`src/rtl/time_keeper_pkg.sv`:
```
// Shared types, widths and helpers for the timekeeping core.
package time_keeper_pkg;

  localparam int unsigned SEC_W  = 6;
  localparam int unsigned MIN_W  = 6;
  localparam int unsigned HOUR_W = 5;

  localparam int unsigned MAX_SEC         = 59;
  localparam int unsigned MAX_MIN         = 59;
  localparam int unsigned HOURS_RESET_12H = 12;
  localparam int unsigned HOURS_RESET_24H = 0;

  typedef enum logic [1:0] {
    COUNT       = 2'd0,
    SET_HOURS   = 2'd1,
    SET_MINUTES = 2'd2
  } state_t;

  // Payload driven to the display mux.
  typedef struct packed {
    logic              am_pm;
    logic [HOUR_W-1:0] hours;
    logic [MIN_W-1:0]  mins;
  } disp_bus_t;

  typedef struct packed {
    logic [HOUR_W-1:0] hours;
    logic              am_pm;
  } hour_t;

  // One hour step, including the AM/PM rule for the selected format.
  function automatic hour_t hour_inc(input hour_t cur, input logic mode_24h);
    hour_t nxt;
    nxt = cur;
    if (mode_24h) begin
      nxt.hours = (cur.hours == HOUR_W'(23)) ? HOUR_W'(0) : cur.hours + HOUR_W'(1);
      nxt.am_pm = (nxt.hours >= HOUR_W'(12));
    end else begin
      nxt.hours = (cur.hours == HOUR_W'(12)) ? HOUR_W'(1) : cur.hours + HOUR_W'(1);
      if (cur.hours == HOUR_W'(11)) nxt.am_pm = ~cur.am_pm;
    end
    return nxt;
  endfunction

endpackage

```
`src/rtl/time_keeper_tick_gen.sv`:
```
// Terminal-count divider: counts 0..PERIOD-1 while enabled, tick_c_o flags the terminal cycle.
module time_keeper_tick_gen #(
  parameter int unsigned PERIOD = 4
) (
  input  logic clk_i,
  input  logic rst_i,
  input  logic clr_i,
  input  logic en_i,
  output logic tick_c_o
);

  localparam int unsigned       CNT_W = (PERIOD > 1) ? $clog2(PERIOD) : 1;
  localparam logic [CNT_W-1:0]  LAST  = CNT_W'(PERIOD - 1);

  logic [CNT_W-1:0] cnt_q, cnt_d;

  // Next count: clear wins over enable, wrap at terminal count.
  always_comb begin
    cnt_d = cnt_q;
    if (clr_i) begin
      cnt_d = '0;
    end else if (en_i) begin
      cnt_d = (cnt_q == LAST) ? '0 : cnt_q + CNT_W'(1);
    end
  end

  assign tick_c_o = en_i & ~clr_i & (cnt_q == LAST);

  // Counter register.
  always_ff @(posedge clk_i or posedge rst_i) begin
    if (rst_i) cnt_q <= '0;
    else       cnt_q <= cnt_d;
  end

endmodule

```
`src/rtl/time_keeper_core.sv`:
```
// Timekeeping core: prescaled h:m:s counter, 12h/24h format, set-mode FSM with auto-repeat.
// Optional alarm compare is built when ALARM_MATCH_EN is defined.
module time_keeper_core
  import time_keeper_pkg::*;
#(
  parameter int unsigned TICKS_PER_SEC = 50_000_000,
  parameter bit          MODE_24H      = 1'b0,
  parameter int unsigned REPEAT_CYCLES = 25_000_000
) (
  input  logic              CLK,
  input  logic              RESET,
  input  logic              ENABLE,
  input  logic              SET_TIME,
  input  logic              HRS_BTN,
  input  logic              MINS_BTN,
`ifdef ALARM_MATCH_EN
  input  logic              ALARM_SET,
  input  logic [HOUR_W-1:0] ALARM_HOURS,
  input  logic [MIN_W-1:0]  ALARM_MINS,
  input  logic              ALARM_AM_PM,
  output logic              ALARM_OUT,
`endif
  output logic [SEC_W-1:0]  SECS_OUT,
  output logic [MIN_W-1:0]  MINS_OUT,
  output logic [HOUR_W-1:0] HOURS_OUT,
  output logic              AM_PM_OUT,
  output logic              SEC_PULSE,
  output logic [11:0]       DISPLAY_BUS
);

  localparam logic [HOUR_W-1:0] HOURS_RST =
    MODE_24H ? HOUR_W'(HOURS_RESET_24H) : HOUR_W'(HOURS_RESET_12H);

  state_t           state_q, state_d;
  logic [SEC_W-1:0] secs_q, secs_d;
  logic [MIN_W-1:0] mins_q, mins_d;
  hour_t            hr_q, hr_d;
  logic             pulse_q, pulse_d;
  disp_bus_t        disp_q, disp_d;

  logic hrs_combo_c, mins_combo_c, enter_c, rep_run_c;
  logic presc_en_c, presc_clr_c, presc_tick_c, rep_tick_c;
  logic inc_hr_c, inc_min_c;

  assign hrs_combo_c  = SET_TIME & HRS_BTN & ~MINS_BTN;
  assign mins_combo_c = SET_TIME & MINS_BTN & ~HRS_BTN;
  assign enter_c      = (state_q == COUNT) & (hrs_combo_c | mins_combo_c);
  assign presc_en_c   = ENABLE & (state_q == COUNT) & ~enter_c;
  assign presc_clr_c  = (state_q != COUNT) | enter_c;
  assign rep_run_c    = ((state_q == SET_HOURS)   & hrs_combo_c) |
                        ((state_q == SET_MINUTES) & mins_combo_c);

  time_keeper_tick_gen #(.PERIOD(TICKS_PER_SEC)) u_presc (
    .clk_i    (CLK),
    .rst_i    (RESET),
    .clr_i    (presc_clr_c),
    .en_i     (presc_en_c),
    .tick_c_o (presc_tick_c)
  );

  time_keeper_tick_gen #(.PERIOD(REPEAT_CYCLES)) u_repeat (
    .clk_i    (CLK),
    .rst_i    (RESET),
    .clr_i    (~rep_run_c),
    .en_i     (rep_run_c),
    .tick_c_o (rep_tick_c)
  );

  // Set-mode FSM: one increment on entry, then one per repeat period while held.
  always_comb begin
    state_d   = state_q;
    inc_hr_c  = 1'b0;
    inc_min_c = 1'b0;
    case (state_q)
      COUNT: begin
        if (hrs_combo_c) begin
          state_d  = SET_HOURS;
          inc_hr_c = 1'b1;
        end else if (mins_combo_c) begin
          state_d   = SET_MINUTES;
          inc_min_c = 1'b1;
        end
      end
      SET_HOURS: begin
        if (!hrs_combo_c) state_d = COUNT;
        else              inc_hr_c = rep_tick_c;
      end
      SET_MINUTES: begin
        if (!mins_combo_c) state_d = COUNT;
        else               inc_min_c = rep_tick_c;
      end
      default: state_d = COUNT;
    endcase
  end

  // Time datapath: second ticks carry through; set-mode minute edits never carry into hours.
  always_comb begin
    secs_d  = secs_q;
    mins_d  = mins_q;
    hr_d    = hr_q;
    pulse_d = 1'b0;
    if (enter_c) secs_d = '0;
    if (presc_tick_c) begin
      pulse_d = 1'b1;
      if (secs_q == SEC_W'(MAX_SEC)) begin
        secs_d = '0;
        if (mins_q == MIN_W'(MAX_MIN)) begin
          mins_d = '0;
          hr_d   = hour_inc(hr_q, MODE_24H);
        end else begin
          mins_d = mins_q + MIN_W'(1);
        end
      end else begin
        secs_d = secs_q + SEC_W'(1);
      end
    end
    if (inc_min_c) mins_d = (mins_q == MIN_W'(MAX_MIN)) ? '0 : mins_q + MIN_W'(1);
    if (inc_hr_c)  hr_d   = hour_inc(hr_q, MODE_24H);
    disp_d = '{am_pm: hr_d.am_pm, hours: hr_d.hours, mins: mins_d};
  end

  // State and time registers.
  always_ff @(posedge CLK or posedge RESET) begin
    if (RESET) begin
      state_q <= COUNT;
      secs_q  <= '0;
      mins_q  <= '0;
      hr_q    <= '{hours: HOURS_RST, am_pm: 1'b0};
      pulse_q <= 1'b0;
      disp_q  <= '{am_pm: 1'b0, hours: HOURS_RST, mins: MIN_W'(0)};
    end else begin
      state_q <= state_d;
      secs_q  <= secs_d;
      mins_q  <= mins_d;
      hr_q    <= hr_d;
      pulse_q <= pulse_d;
      disp_q  <= disp_d;
    end
  end

  assign SECS_OUT    = secs_q;
  assign MINS_OUT    = mins_q;
  assign HOURS_OUT   = hr_q.hours;
  assign AM_PM_OUT   = hr_q.am_pm;
  assign SEC_PULSE   = pulse_q;
  assign DISPLAY_BUS = disp_q;

`ifdef ALARM_MATCH_EN
  disp_bus_t alarm_val_q;
  logic      alarm_set_q, alarm_q;
  logic      alarm_hit_c;

  assign alarm_hit_c = presc_tick_c & alarm_set_q & (secs_d == '0) & (disp_d == alarm_val_q);

  // Alarm: latch compare value on ALARM_SET rise, fire on a counted tick reaching HH:MM:00.
  always_ff @(posedge CLK or posedge RESET) begin
    if (RESET) begin
      alarm_set_q <= 1'b0;
      alarm_val_q <= '0;
      alarm_q     <= 1'b0;
    end else begin
      alarm_set_q <= ALARM_SET;
      if (ALARM_SET & ~alarm_set_q)
        alarm_val_q <= '{am_pm: ALARM_AM_PM, hours: ALARM_HOURS, mins: ALARM_MINS};
      if (!ALARM_SET)       alarm_q <= 1'b0;
      else if (alarm_hit_c) alarm_q <= 1'b1;
    end
  end

  assign ALARM_OUT = alarm_q;
`endif

endmodule

```
`config.mk`:
```
export PLATFORM = sky130hd
export DESIGN_NAME = time_keeper_core
export DESIGN_NICKNAME = d
export VERILOG_FILES = /design/src/rtl/time_keeper_pkg.sv /design/src/rtl/time_keeper_tick_gen.sv /design/src/rtl/time_keeper_core.sv
export SDC_FILE = /design/constraint.sdc
export NUM_CORES = 1
export LEC_CHECK = 0
export BUFFER_PORTS_ARGS = -buffer_cell sky130_fd_sc_hd__buf_2
export CORE_MARGIN = 4
export CORE_UTILIZATION = 45
export CTS_CLUSTER_SIZE = 25
export DETAILED_ROUTE_END_ITERATION = 7
export SETUP_SLACK_MARGIN = 0.15
export SLEW_MARGIN = 40
export SYNTH_ARGS = -nofsm -noshare
export SYNTH_HDL_FRONTEND = slang
export SYNTH_HIERARCHICAL = 1
export SYNTH_SLANG_ARGS = --single-unit
```
`constraint.sdc`:
```
create_clock -name CLK -period 3.67 [get_ports CLK]
set_clock_uncertainty 0.1 [all_clocks]
set_input_delay 0.5505 -clock CLK [delete_from_list [all_inputs] [get_ports CLK]]
set_output_delay 0.5505 -clock CLK [all_outputs]
set_load 0.01 [all_outputs]
```
## Yosys cells after proc, flatten, opt, wreduce, memory -nomap -nowiden

Cells that the tools add are included.

| storage, ports and cells | value |
|---|---|
| word-level logic and storage cells | 87 |
| input port bits | 6 |
| register bits | 72 |
| output and inout port bits | 31 |

| operators by class | value |
|---|---|
| bitwise operators | 20 |
| add/sub/neg operators | 5 |
| reduce and logical (&&, ||, !) cells | 12 |
| multiplexer cells | 31 |
| equality and inequality tests | 11 |

Operators by type and width:

| kind | count |
|---|---|
| 2-to-1 mux 26 bit | 3 |
| 2-to-1 mux 6 bit | 11 |
| 2-to-1 mux 25 bit | 2 |
| adder 26 x 1 -> 26 bit (second input constant) | 1 |
| == test 26 bit (second input constant) | 1 |
| adder 25 x 1 -> 25 bit (second input constant) | 1 |
| == test 25 bit (second input constant) | 1 |
| nonzero test 2 bit | 8 |
| adder 6 x 1 -> 6 bit (second input constant) | 2 |
| bitwise AND 1 bit | 12 |
| == test 6 bit (second input constant) | 2 |
| == test 5 x 4 -> 1 bit (second input constant) | 2 |
| 2-to-1 mux 2 bit | 4 |
| 2-to-1 mux 1 bit | 7 |
| one-hot mux 2 bit (3 select lines) | 1 |
| AND reduction 3 bit | 2 |
| adder 5 x 1 -> 5 bit (second input constant) | 1 |
| 2-to-1 mux 5 bit | 1 |
| NOT 1 bit | 5 |
| != test 2 bit (second input constant) | 2 |
| one-hot mux 1 bit (2 select lines) | 2 |
| != test 3 bit (second input constant) | 1 |
| bitwise OR 1 bit | 3 |
| == test 2 x 1 -> 1 bit (second input constant) | 1 |
| 3 further kinds | 3 |

## Logic depth before layout (Yosys ltp)

Gate-level depths: netlist (run 1).

| depth | value |
|---|---|
| depth after elaboration | 10 |
| gate-level depth with buffers | 11 |
| mapped depth without buffers | 11 |

## Modules after synthesis

The synthesis (run 1) kept the hierarchy.

Modules (own cells, without submodules):

| module | seq. area each (µm²) | area an instance (µm²) | instances | cells an instance |
|---|---|---|---|---|
| time_keeper_tick_gen (u_presc) | 650.6 | 1754.2 | 1 | 211 |
| time_keeper_tick_gen (u_repeat) | 625.6 | 1517.7 | 1 | 172 |
| time_keeper_core | 528.0 | 1260.0 | 1 | 127 |

## Least setup slack after synthesis (run 1)

Ideal clock, no wire load.

| timing path | value |
|---|---|
| path kind | register to register |
| from | register u_presc.cnt_q[13] |
| to | register disp_q, in the netlist DISPLAY_BUS[11] |
| library setup time | 0.126 ns |
| arrival time | 2.397 ns |
| buffers on the path | 2 |
| cell stages (with the launch flop) | 11 |
| data required time | 3.444 ns |
| setup slack | 1.047 ns |
| clock period less this slack | 2.623 ns |
| cells stage by stage | dfrtp_1 > and4_1 > clkbuf_1 > nand4_1 > nor3_1 > nand4_1 > nor2_1 > a22oi_2 > buf_6 > nand4b_4 > xnor2_2 |

| on the way | value |
|---|---|
| word-level cells in the longest chain between the ends | 4 |

Ends and longest elaborated chain:

| what | line | source |
|---|---|---|
| start: declaration | time_keeper_tick_gen.sv:15 | `logic [CNT_W-1:0] cnt_q, cnt_d;` |
| start signal: assignment | time_keeper_tick_gen.sv:32 | `else cnt_q <= cnt_d;` |
| == test 26 bit | time_keeper_tick_gen.sv:27 | `assign tick_c_o = en_i & ~clr_i & (cnt_q == LAST);` |
| bitwise AND 1 bit | time_keeper_tick_gen.sv:27 |  |
| net presc_tick_c | time_keeper_core.sv:42 | `logic presc_en_c, presc_clr_c, presc_tick_c, rep_tick_c;` |
| nonzero test 2 bit (no source line) | -- |  |
| AND reduction 3 bit (no source line) | -- |  |
| end signal: assignment | time_keeper_core.sv:130 | `disp_q <= '{am_pm: 1'b0, hours: HOURS_RST, mins: MIN_W'(0)};` |
| end signal: assignment | time_keeper_core.sv:137 | `disp_q <= disp_d;` |
| end: declaration | time_keeper_core.sv:39 | `disp_bus_t disp_q, disp_d;` |

The timed path passes the listed nets, and every way through them passes these cells.
A chain may end at the register's enable or synchronous reset.

## Worst setup path in the final report (run 1)

| timing path | value |
|---|---|
| from | register u_presc.cnt_q[12] |
| to | register disp_q, in the netlist DISPLAY_BUS[9] |

The elaborated chain is that of the path after synthesis.

==> results of run 1 <==
==> final timing paths <==
| path | endpoint | cells past startpoint | slack [ps] | from |
|---|---|---|---|---|
| worst max-delay path | DISPLAY_BUS[9]$_DFFE_PP1P_ | 9 | 920 | u_presc/cnt_q[12]$_DFFE_PP0P_ |
| worst min-delay path | state_q[0]$_DFFE_PP0P_ | 2 | 140 | RESET |
| worst max register to register | DISPLAY_BUS[9]$_DFFE_PP1P_ | 9 | 920 | u_presc/cnt_q[12]$_DFFE_PP0P_ |
| worst min register to register | DISPLAY_BUS[11]$_DFFE_PP0P_ | 1 | 420 | DISPLAY_BUS[11]$_DFFE_PP0P_ |
| max in group asynchronous | u_presc/cnt_q[9]$_DFFE_PP0P_ | 2 | 2880 | RESET |
| min in group CLK | state_q[0]$_DFFE_PP0P_ | 2 | 310 | MINS_BTN |
==> per-layer routing <==
metal  global-route usage [%]  share of wire [%]  routed length [um]
met1                     28.2                 50                5230
met2                     29.5                 44                4620
met3                     3.40                5.3                 559
met4                     5.59               0.72                  75
met5                        0                  0                   0
==> area by class of cell <==
type | count | area [sq um] | area share (%)
repair buffers | 42 | 225 | 4.54
flip-flops and latches | 72 | 1800 | 36.4
clock buffers | 11 | 151 | 3.05
well taps | 133 | 166 | 3.36
multi-input cells | 386 | 2460 | 49.6
inverters | 19 | 71.3 | 1.44
clock inverters | 5 | 78.8 | 1.59
==> sequential cells by signal, indices dropped and copies added, names as in the netlist <==
signal	cells
SEC_PULSE	1
DISPLAY_BUS	12
state_q	2
SECS_OUT	6
u_repeat/cnt_q	25
u_presc/cnt_q	26
==> through the flow <==
step                area (sq um)  util, %
floorplan                   4530        -
global placement            4730     48.4
detailed placement          4730     48.4
CTS                         4960     50.7
global route                4960     50.7
finish                      4960     50.7
==> critical path, cell delays in order, from the launching register on <==
cell and delay (ps):
dfrtp_1 440, and4_1 470, nand4_1 240, nor3_1 260, buf_4 180, nand4_1 160, nor2_1 160, a22oi_2 180
or3_1 380, nand3_1 100
==> logic make-up (layout without fill, tap and decap cells) <==
| logic type | after synthesis | after routing |
|---|---|---|
| adder cells (fa/ha/maj) | 6 | 6 |
| buffers and inverters | 52 | 77 |
| multiplexers | 9 | 9 |
| XOR/XNOR | 11 | 11 |
| AND/OR/NAND/NOR | 254 | 254 |
| flip-flops | 72 | 72 |
| AO/OA/AOI/OAI | 106 | 106 |
==> synth_stat cells (all sizes together) (2+ instances only) <==
master   instances
a41oi            3
buf             21
or2              3
dfrtp           70
o31ai            2
and4             8
a21oi           19
nand4b           2
nand4           30
xor2            10
clkbuf          12
o221ai           5
nor2b            7
and2             5
or4              2
a221o            2
nor3            13
o311ai           2
nand2b          11
o211ai           5
o41ai            2
a311o            2
a31oi           15
dfstp            2
mux2             3
and3            15
inv             19
nor4            10
o21ai           29
ha               6
nor2            36
mux2i            6
a22o             5
o2111ai          3
or3              5
nand2           65
nor4bb           2
nand3           37
==> power by group <==
part / total, mW / switching (mW) / internal, mW
clock: 0.723 / 0.304 / 0.419
combinational: 0.366 / 0.217 / 0.149
sequential: 0.938 / 0.0899 / 0.848
==> impl_results.md, run 1 <==
* Unique masters post-synth at 71
* Critical path arrival at 2930 ps
* Type of origin of the critical path: flip-flop
* Overall power at 2.03 mW
* Initial antenna violation count at 0
* Synthesized flop and latch total at 72
* Fin Hold WS at 139 ps
* Fin crit share at 74.8%
* GRT Util Overall at 19.3%
* ANT cells at 0
* DRT antenna net count at 0
* Commonest non-fill, non-tap cell in the layout: dfrtp_1
* Mapped Cells at 510
* EDFF count, synth at 0
* Setup ws final at 924 ps
* Routed len/inst at 15.7 um
* FP Rows at 36
* Core ar. at 0.00977 sq mm
* CTS sink count at 72
* Compound-Gate Fraction of Synth Area at 16.3%
* Cts hold-fix bufs at 0
* DP Wirelength at 7.28 mm
* TritonCTS Buffers at 9
* Post-synth top area cell: dfrtp_1
* Pre-antenna DRT Iters at 5
* Clk slew on worst S/H paths at 80 ps
* Setup TNS at 0 ps
* Ys Warns at 6
* Post_cts resized at 0
* Clock latency on the worst-skew pair at 350 ps
* Final Wtd Congestion at 0.849
* Setup Fix Bufs, Post-CTS at 0
* IO Pins at 37
* PwrDens at 409 mW/mm^2
* Die ar. at 0.0117 sq mm
* Max-cap violations at 0
* Area grow syn2layout at 9.41%
* Post-synth top area share at 38.7%
* Crit end category: flip-flop
* Crit path kind: flip-flop to flip-flop
* Area contributors post-synth: dfrtp_1 (39%), nand2_1 (5.2%), nand3_1 (3.9%)
* Simple-Gate Fraction of Synth Area at 31.9%
* Post-synthesis xor/xnor area fraction at 2.29%
* Routed wire length at 10.5 mm
* Drt initial violations at 272
* Vias in the first global route at 3673
* Die extent in x at 108 um
* Register area share after synthesis at 39.8%
* Hold Path Class: input pin to async pin
* DP Worst Slack at 908 ps
* Pin count of the biggest net entering global routing at 34
* Multiplexer share of the synthesized area at 2.07%
* Synthesized area per cell at 8.89 sq um
* WP data required at 3860 ps
* Cell area after synthesis at 0.00453 sq mm
* Crit path time final at 2750 ps
* Count of non-filler cells in the finished layout at 668
* First-pass GRT wire length at 18.2 mm
* Hold Vio Cnt, Final at 0
* Layout cells sized above 1 at 16.6%
* Synth Area in Adders at 1.66%
* Async set-or-reset flop fraction in the synthesized netlist at 100%
* RSZ-0062 raised after global routing: false
* Most frequent cells in the layout: dfrtp_1 (70), nand2_1 (63), nor2_1 (36), buf_2 (36), nand3_1 (35)
* Vias at 3964
* Largest family of logic cells by synthesized area: simple AND/OR/NAND/NOR gates
* CTS tree: built
* Total congestion overflow at 0
* Rel. slew slack at 52.7%
* Die H at 108 um
* Worst-path fanout max at 11
* Count of pins over their slew limit at 0
* # fillers at 914
* Max frequency at 364 MHz
* Slew @ Worst Pin at 703 ps
* Cell total after placement at 652
* Root Driver: clkbuf_8
* Nets@finish at 542
* H-Tree Level Count at 3
* Most used DFF post-synth: dfrtp_1
* Run status: completed
* Post-synth net total at 522
* Via density at 5.93
* Initial Utilization at 46.4%
* Leakage at 2.09 nW
* Port Buffer Count at 36
* Final Setup Violations at 0
* VDD IR-drop max at 229 uV
* DRC at 0
* Max clock buf depth at 2
Power figures use the tool's default switching activity.
==> run 2, diff against run 1 <==
Settings changed: PLACE_DENSITY set to 0.65.
Clock period 3.67 ns to 2.3 ns, I/O delays scaled along.
==> run 2 against run 1 <==
  * The run now ends with setup timing left
  * Register-to-register slack got worse by 930 ps
  * Wire length rose by 8.3%
  * Fmax rose by 19%
  * Die area did not move
  * Clock power rose by 26%
  * Total power rose by 51%
  * Flip-flop and latch count did not move
  * Via count rose by 5.9%
  * Worst setup slack got worse by 930 ps
  * Critical path type unchanged
  * Highest routed layer unchanged
==> impl_results.md, run 2 (same netlist as run 1, synthesis figures left out) <==
* Hold Path Origin: MINS_BTN
* Rel. slew slack at 68.7% (was 52.7%)
* Drt initial violations at 291 (was 272)
* Hold Path End: state_q[0]$_DFFE_PP0P_
* Count of non-filler cells in the finished layout at 731 (was 668)
* WP data required at 2440 ps (was 3860 ps)
* Count of pins over their slew limit at 0 (unchanged)
* Final instance area at 0.00547 sq mm (was 0.00496 sq mm)
* Hold path depth at 3
* Critical path arrival at 2440 ps (was 2930 ps)
* Routed len/inst at 15.5 um (was 15.7 um)
* Crit path time final at 2300 ps (was 2750 ps)
* Most frequent cells in the layout: dfrtp_1 (70), buf_4 (65), nand2_1 (63), buf_2 (36), nand3_1 (35) (was dfrtp_1 (70), nand2_1 (63), nor2_1 (36), buf_2 (36), nand3_1 (35))
* Max frequency at 435 MHz (was 364 MHz)
* Run status: finished with violations (was completed)
* Critical-path cell list: nor4_4 -> nand4_1 -> buf_4 -> nor3_4 -> nand4_1 -> o2bb2ai_4 -> buf_12 -> mux2_4 (was and4_1 -> nand4_1 -> nor3_1 -> buf_4 -> nand4_1 -> nor2_1 -> a22oi_2 -> or3_1 -> nand3_1)
* Pin count of the biggest net entering global routing at 34 (unchanged)
* WP buf/inv at 2 (was 1)
* FP Rows at 36 (unchanged)
* VDD IR-drop max at 378 uV (was 229 uV)
* Cells on worst reg2reg path at 8 (was 9)
* Vias in the first global route at 4052 (was 3673)
* IO Pins at 37 (unchanged)
* Max clock buf depth at 2 (unchanged)
* CTS sink count at 72 (unchanged)
* Clk slew on worst S/H paths at 70 ps (was 80 ps)
* Max-cap violations at 0 (unchanged)
* Layout cells sized above 1 at 25.9% (was 16.6%)
* Dpl cell area at 0.00519 sq mm (was 0.00473 sq mm)
* GRT Util Overall at 20.5% (was 19.3%)
* Die extent in x at 108 um (unchanged)
* Initial antenna violation count at 0 (unchanged)
* Area grow syn2layout at 20.7% (was 9.41%)
* Clock latency on the worst-skew pair at 350 ps (about the same)
* Failing checks: setup timing
* Largest Register: u_presc/cnt_q (unchanged)
* PwrDens at 559 mW/mm^2 (was 409 mW/mm^2)
* ANT cells at 0 (unchanged)
* Total congestion overflow at 0 (unchanged)
* CTS tree: built (unchanged)
* Cell total after placement at 708 (was 652)
* TritonCTS Buffers at 9 (unchanged)
* Max FFs per register at 26 (unchanged)
* Crit end category: flip-flop (unchanged)
* Worst path max stage delay at 410 ps (was 470 ps)
* # fillers at 907 (was 914)
* Via density at 5.74 (was 5.93)
* Reg2reg setup slack at -1 ps (was 920 ps)
* Layout Utilization at 55.9% (was 50.7%)
* RSZ-0062 raised after global routing: true (was false)
* H-Tree Level Count at 3 (unchanged)
* Die H at 108 um (unchanged)
* FF-to-FF End: DISPLAY_BUS[1]$_DFFE_PP0P_ (was DISPLAY_BUS[9]$_DFFE_PP1P_)
* Fin crit share at 100% (was 74.8%)
* Core ar. at 0.00977 sq mm (unchanged)
* Hold Vio Cnt, Final at 0 (unchanged)
* Pre-antenna DRT Iters at 5 (unchanged)
* Leakage at 2.41 nW (was 2.09 nW)
* Routed wire length at 11.4 mm (was 10.5 mm)
* Hold Path Class: input pin to flip-flop (was input pin to async pin)
* CP max stage cell: dfrtp_1 (was and4_1)
* DP Wirelength at 8.01 mm (was 7.28 mm)
* Worst path top cell family by delay: simple AND/OR/NAND/NOR gates (unchanged)
* DRC at 0 (unchanged)
* Commonest non-fill, non-tap cell in the layout: dfrtp_1 (unchanged)
* Port Buffer Count at 36 (unchanged)
* Type of origin of the critical path: flip-flop (unchanged)
* RR Startpoint: u_presc/cnt_q[16]$_DFFE_PP0P_ (was u_presc/cnt_q[12]$_DFFE_PP0P_)
* DRT antenna net count at 0 (unchanged)
* Final Setup Violations at 2 (was 0)
* Vias at 4197 (was 3964)
* Slew @ Worst Pin at 465 ps (was 703 ps)
* Final Wtd Congestion at 0.877 (was 0.849)
* Nets@finish at 605 (was 542)
* Initial Utilization at 46.4% (unchanged)
* Root Driver: clkbuf_8 (unchanged)
* First-pass GRT wire length at 19.5 mm (was 18.2 mm)
* Setup ws final at -1.07 ps (was 924 ps)
* Die ar. at 0.0117 sq mm (unchanged)
* Worst-path fanout max at 5 (was 11)
* Top cell by count, worst path: nand4_1 (unchanged)
* Crit path kind: flip-flop to flip-flop (unchanged)
run 2: cell count changes in the layout (fill, tap and decap cells not counted), sizes merged:
cell         previous run  this run
buf                    42       104
clkbuf                 11        15
bufinv                  2         0
clkinv                  3         1
dlygate4sd3             0         1
run 2: repair_timing:
item,4_1_cts,5_1_grt
setup endpoints to repair,12,33
gates resized for setup,2,8
pin swaps,6,6
hold endpoints to repair,51,0
hold buffers,1,0
setup buffers,5,1
run 2: tightest hold or removal path: cells and delay by family:
kind          cells  cell delay [ps]
buf+inv           2              240
simple gates      1               50
run 2: cell type report:
type	count	area, sq um	area share [%]
multi-input cells	386	2520	46.2
flip-flops and latches	72	1800	33.0
inverters	19	71.3	1.30
repair buffers	105	729	13.3
clock inverters	1	5.00	0.0915
clock buffers	15	166	3.04
well taps	133	166	3.04
run 2: metrics by stage:
stage	setup TNS (ps)	hold slack, ps	power, mW	setup WS (ps)
CTS	0	204	3.10	4.18
floorplan	-62.1	220	1.99	-57.2
detailed placement	-626	348	2.16	-126
finish	-1.82	223	3.06	-1.07
global placement	-60.6	346	2.15	-26.6
global route	-966	229	3.23	-126
run 2: worst max-delay path by stage:
| stage | slack [ps] | start | end | cells after the start |
|---|---|---|---|---|
| after floorplan | -60 | u_presc/cnt_q[16]$_DFFE_PP0P_ | DISPLAY_BUS[11]$_DFFE_PP0P_ | 9 |
| after global placement | -30 | u_presc/cnt_q[16]$_DFFE_PP0P_ | DISPLAY_BUS[11]$_DFFE_PP0P_ | 8 |
| after detailed placement | -130 | u_presc/cnt_q[16]$_DFFE_PP0P_ | DISPLAY_BUS[11]$_DFFE_PP0P_ | 8 |
| after CTS | 4 | u_presc/cnt_q[0]$_DFFE_PP0P_ | DISPLAY_BUS[1]$_DFFE_PP0P_ | 8 |
| after global routing | -130 | u_presc/cnt_q[16]$_DFFE_PP0P_ | DISPLAY_BUS[11]$_DFFE_PP0P_ | 9 |
| final | -1 | u_presc/cnt_q[16]$_DFFE_PP0P_ | DISPLAY_BUS[1]$_DFFE_PP0P_ | 8 |
run 2: routing by layer:
layer,global-route usage (%),wire length [um],vias up
met5,0,0,-
met4,5.95,159,0
met3,3.82,439,14
met2,35.3,5680,95
met1,26.3,5080,2025
li1,-,-,2063
run 2: report_power, final:
part	switching, mW	internal (mW)	leakage (nW)
sequential	0.137	1.35	0.984
combinational	0.376	0.282	1.34
clock	0.456	0.452	0.0877
total	0.968	2.09	2.41
